$ cat src/rtl/ram_arb_pkg.sv
// Shared encodings for the two-client RAM arbiter: FSM states and RWS polarity.
package ram_arb_pkg;

    typedef enum logic [1:0] {
        ST_IDLE   = 2'd0,
        ST_SETUP  = 2'd1,
        ST_ACCESS = 2'd2,
        ST_RESP   = 2'd3
    } arb_state_e;

    localparam logic RWS_READ  = 1'b0;
    localparam logic RWS_WRITE = 1'b1;

endpackage

$ cat src/rtl/rr_pick2.sv
// Combinational two-way round-robin pick: contention goes to the pointer client,
// a lone request wins regardless of the pointer.
module rr_pick2 (
    input  logic [1:0] req_i,
    input  logic       ptr_i,
    output logic       valid_o,
    output logic       gnt_o
);

    always_comb begin
        valid_o = |req_i;
        gnt_o   = (req_i == 2'b11) ? ptr_i : req_i[1];
    end

endmodule

$ cat src/rtl/ram_arbiter.sv
// Round-robin arbiter and access sequencer for the 1K x 8 tristate-bus RAM.
// Optional per-client grant counters are enabled by defining RAM_ARB_GRANT_CNT_EN.
//
// state  | meaning
// IDLE   | waiting for a request; winner's addr/we/wdata/id latched on exit
// SETUP  | RAM selected, address/RWS driven, bus driven for writes
// ACCESS | outputs held; read data captured at cycle end
// RESP   | RAM deselected, ack pulsed to the winner, pointer flips
module ram_arbiter
    import ram_arb_pkg::*;
#(
    parameter int ADDR_W = 10,
    parameter int DATA_W = 8
`ifdef RAM_ARB_GRANT_CNT_EN
    ,
    parameter int CNT_W  = 16
`endif
) (
    input  logic              clk,
    input  logic              rst_n,
    input  logic [1:0]        req,
    input  logic [1:0]        we,
    input  logic [ADDR_W-1:0] addr0,
    input  logic [ADDR_W-1:0] addr1,
    input  logic [DATA_W-1:0] wdata0,
    input  logic [DATA_W-1:0] wdata1,
    output logic [1:0]        ack,
    output logic [DATA_W-1:0] rdata,
    output logic              busy,
    output logic [ADDR_W-1:0] ram_addr,
    output logic              ram_en,
    output logic              ram_rws,
    output logic              ram_cs,
    output logic [DATA_W-1:0] ram_wdata,
    output logic              ram_oe,
    input  logic [DATA_W-1:0] ram_rdata
`ifdef RAM_ARB_GRANT_CNT_EN
    ,
    output logic [CNT_W-1:0]  gcnt0,
    output logic [CNT_W-1:0]  gcnt1
`endif
);

    arb_state_e        state_q, state_d;
    logic              id_q, id_d;
    logic              we_q, we_d;
    logic              ptr_q, ptr_d;
    logic [ADDR_W-1:0] addr_q, addr_d;
    logic [DATA_W-1:0] wdata_q, wdata_d;
    logic [DATA_W-1:0] rdata_q, rdata_d;
    logic              gnt_valid;
    logic              gnt_id;

    rr_pick2 u_pick (
        .req_i   (req),
        .ptr_i   (ptr_q),
        .valid_o (gnt_valid),
        .gnt_o   (gnt_id)
    );

    always_ff @(posedge clk or negedge rst_n) begin
        if (!rst_n) begin
            state_q <= ST_IDLE;
            id_q    <= 1'b0;
            we_q    <= RWS_READ;
            ptr_q   <= 1'b0;
            addr_q  <= '0;
            wdata_q <= '0;
            rdata_q <= '0;
        end else begin
            state_q <= state_d;
            id_q    <= id_d;
            we_q    <= we_d;
            ptr_q   <= ptr_d;
            addr_q  <= addr_d;
            wdata_q <= wdata_d;
            rdata_q <= rdata_d;
        end
    end

    always_comb begin
        state_d = state_q;
        id_d    = id_q;
        we_d    = we_q;
        ptr_d   = ptr_q;
        addr_d  = addr_q;
        wdata_d = wdata_q;
        rdata_d = rdata_q;
        case (state_q)
            ST_IDLE: begin
                if (gnt_valid) begin
                    id_d    = gnt_id;
                    we_d    = we[gnt_id];
                    addr_d  = gnt_id ? addr1 : addr0;
                    wdata_d = gnt_id ? wdata1 : wdata0;
                    state_d = ST_SETUP;
                end
            end
            ST_SETUP:  state_d = ST_ACCESS;
            ST_ACCESS: begin
                rdata_d = (we_q == RWS_READ) ? ram_rdata : '0;
                state_d = ST_RESP;
            end
            ST_RESP: begin
                ptr_d   = ~id_q;
                state_d = ST_IDLE;
            end
            default: state_d = ST_IDLE;
        endcase
    end

    // Address, RWS and write data simply hold the latched copy; cs/en/oe gate the RAM.
    always_comb begin
        ack       = 2'b00;
        busy      = (state_q != ST_IDLE);
        ram_en    = 1'b0;
        ram_cs    = 1'b0;
        ram_oe    = 1'b0;
        ram_addr  = addr_q;
        ram_rws   = we_q;
        ram_wdata = wdata_q;
        rdata     = rdata_q;
        case (state_q)
            ST_SETUP, ST_ACCESS: begin
                ram_en = 1'b1;
                ram_cs = 1'b1;
                ram_oe = (we_q == RWS_WRITE);
            end
            ST_RESP:  ack = id_q ? 2'b10 : 2'b01;
            default:  ack = 2'b00;
        endcase
    end

`ifdef RAM_ARB_GRANT_CNT_EN
    logic [CNT_W-1:0] gcnt0_q, gcnt1_q;
    localparam logic [CNT_W-1:0] CNT_ONE = {{(CNT_W-1){1'b0}}, 1'b1};

    always_ff @(posedge clk or negedge rst_n) begin
        if (!rst_n) begin
            gcnt0_q <= '0;
            gcnt1_q <= '0;
        end else if (state_q == ST_RESP) begin
            if (!id_q && gcnt0_q != '1) gcnt0_q <= gcnt0_q + CNT_ONE;
            if (id_q && gcnt1_q != '1)  gcnt1_q <= gcnt1_q + CNT_ONE;
        end
    end

    assign gcnt0 = gcnt0_q;
    assign gcnt1 = gcnt1_q;
`endif

endmodule

$ cat config.mk
export PLATFORM = sky130hd
export DESIGN_NAME = ram_arbiter
export DESIGN_NICKNAME = d
export VERILOG_FILES = /design/src/rtl/ram_arb_pkg.sv /design/src/rtl/rr_pick2.sv /design/src/rtl/ram_arbiter.sv
export SDC_FILE = /design/constraint.sdc
export NUM_CORES = 1
export LEC_CHECK = 0
export ABC_AREA = 1
export CORE_ASPECT_RATIO = 0.8
export CORE_MARGIN = 2
export CORE_UTILIZATION = 40
export DETAILED_ROUTE_END_ITERATION = 8
export PLACE_DENSITY = 0.77
export SLEW_MARGIN = 40
export SYNTH_ARGS = -nofsm -noshare
export SYNTH_HDL_FRONTEND = slang
export SYNTH_SLANG_ARGS = --single-unit
$ cat constraint.sdc
create_clock -name clk -period 1.78 [get_ports clk]
set_clock_uncertainty 0.15 [all_clocks]
set_input_delay 0.356 -clock clk [delete_from_list [all_inputs] [get_ports clk]]
set_output_delay 0.356 -clock clk [all_outputs]
set_load 0.02 [all_outputs]
==> run metrics <==
status=completed; vias in the first global route=~1.7k; Netlist cell types=15; DRT Pass-1 Iters=7; share of layout cells above drive strength 1=0.1433; number of diodes=0; Finished Layout Cells=roughly 380; worst stage delay on the critical path=between 0.6 and 0.7 ns; r2r startpoint=state_q[0]; Compound-Gate Fraction of Synth Area=0.04348; CP max stage cell=clkdlybuf4s50_1; DR vias/cell=approximately 4.4; clk slew on worst S/H paths=roughly 0.060 ns; post-synthesis mux area share=0; Initial Util=0.4116; synthesized flop and latch total=31; TritonCTS Buffers=5; MaxCap Viol Count=0; number of antenna violations at the first check in global routing=0; placed insts=between 300 and 400; number of fill cells=about 370; Syn Nets=about 280; GRT Total Usage=0.1974; CTS root buffer=clkbuf_8; FF-to-FF setup slack=roughly 0.2 ns; per-cell routed wire length=11.39 um; Post-CTS Setup Inserts=0; worst setup margin=0.03593 ns; Worst Path Arrival=approximately 1.2 ns; commonest non-fill, non-tap cells in the layout=clkdlybuf4s50_1 (68), nand2_1 (63), inv_1 (52); Pwr Density=between 1500 and 2000 nW/um2; Util after Layout=0.6697; core area=between 4000 and 5000 um2; RR Endpoint=rdata[4]; headroom to the max-slew limit=0.6705; DRC errors left=0; largest family of logic cells by synthesized area=simple AND/OR/NAND/NOR gates; CTS tree=done; CP max FO=2; first-pass GRT wire length=7638 um; Worst Path Required=approximately 1.3 ns; critical path capture point type=output pin; GP Congestion=around 0.73; Mapped Cells=between 200 and 250; clk buf depth=2; Post-DP HPWL=around 3200 um; CTS Sinks=31; dpl ws=-0.1700 ns; H-tree lvl count=2; Mean Syn Cell Area=approximately 7.4 um2; slew at the pin closest to its max-slew limit=approximately 0.5 ns; Worst-Skew Late Latency=between 0.2 and 0.3 ns; Antenna Violating Nets Remaining=0; WS Path Type=reg -> out; Synth Area in Simple Gates=0.3095; final setup TNS=0 ns; XOR/XNOR share of the synthesized area=0; die area=roughly 4800 um2; Period Utilization, post-route=0.9798; die boundary width=76.84 um; reg2reg path depth=5; post-synthesis sequential area ratio=0.4569; Leak=approximately 0.0015 uW; CP Cell Sequence=clkdlybuf4s50_1; Synth Warn #=0; Final Max Slew Viols=0; grt ovf=0; final WL=4305 um; top cell family by delay on the critical path=buffers and inverters; Critical path buffers and inverters=1; area delta synth->final=62.71%; Mapped Area=around 1700 um2; row count=21; f_max=roughly 0.57 GHz; Final Hold Fails=0; most common cell after layout, fill and taps aside=clkdlybuf4s50_1; NumNets Final=around 370; die height=62.28 um; CP startpoint kind=flop; I/O Pins=83; VDD IR max=about 570 uV; largest net degree at the start of global routing=32; hold crit path type=in -> async; crit path time final=roughly 1.7 ns; number of port buffers=82; final setup vio count=0; via count=between 1.5k and 2k; DR iter-0 viols=63; adder-cell share of the synthesized area=0.02211
[worst max-delay path by stage]
stage	slack, ns	start	depth (start not counted)	to
4_1_cts	0.002	state_q[0]	5	ack[0]
3_3_place_gp	-0.13	state_q[0]	5	ram_oe
6_report	0.04	ram_addr[4]	1	ram_addr[4]
5_1_grt	-0.004	state_q[0]	5	ack[0]
2_1_floorplan	0.24	state_q[1]	4	ram_oe
3_5_place_dp	-0.17	state_q[0]	5	ram_oe
[power by group]
part	total [uW]	internal, uW	switching [uW]
Combinational	2410	1090	1320
Clock	589	352	237
Sequential	1230	1050	184
Total	4230	2490	1740
[synthesized netlist by cell type]
library cell,number,area [um2]
nand3_2,10,100.1
inv_1,56,210.2
a21oi_1,1,5.000
o21ai_2,1,8.760
nand3_1,37,185.2
buf_6,1,11.26
buf_4,2,15.01
inv_2,1,3.750
o21ai_0,12,60.06
dfrtp_1,31,775.7
clkbuf_2,1,5.000
ha_1,3,37.54
buf_2,8,40.04
nand2_1,63,236.5
nor2_1,1,3.750
[per-stage QoR]
stage	hold WS [ns]	total power, uW	instance area (um2)
after detailed placement	0.3190	3697	2644
after global placement	0.3113	3641	2644
after global routing	0.3564	4565	2763
final	0.3305	4234	2763
after CTS	0.3367	4304	2744
after floorplan	-0.08959	2540	1698
[registers in the layout, indices dropped and copies added (netlist names)]
name / count
ram_addr: 10
ram_wdata: 8
rdata: 8
state_q: 2
id_q: 1
ptr_q: 1
ram_rws: 1
[cell type report]
type	instances	area, um2	area share
clock buffer	8	100.1	0.03623
inverter	57	214.0	0.07745
multi-input combinational	128	651.9	0.2360
sequential	31	775.7	0.2808
tap	57	71.32	0.02582
timing repair buffer	97	949.7	0.3438
[cells by family after synthesis]
logic type,Yosys count
and+or+nand+nor,111
buffers and inverters,69
DFF,31
AOI/OAI and AO/OA,14
adders and majority gates,3
[metal layers]
layer / track usage / routed length [um] / share of wire / vias to the layer above
met5: 0 / 0 / 0 / -
met4: 0.04318 / 24 / 0.0056 / 0
met3: 0.07413 / 444 / 0.10 / 5
met2: 0.3169 / 1913 / 0.44 / 77
met1: 0.2552 / 1922 / 0.45 / 728
li1: - / - / - / 863
[timing repair]
| action | CTS | global route |
|---|---|---|
| setup endpoints to repair | 7 | 12 |
| hold buffers | 0 | 0 |
| gates resized for setup | 24 | 17 |
No activity file was read; power rests on OpenSTA's default activity.
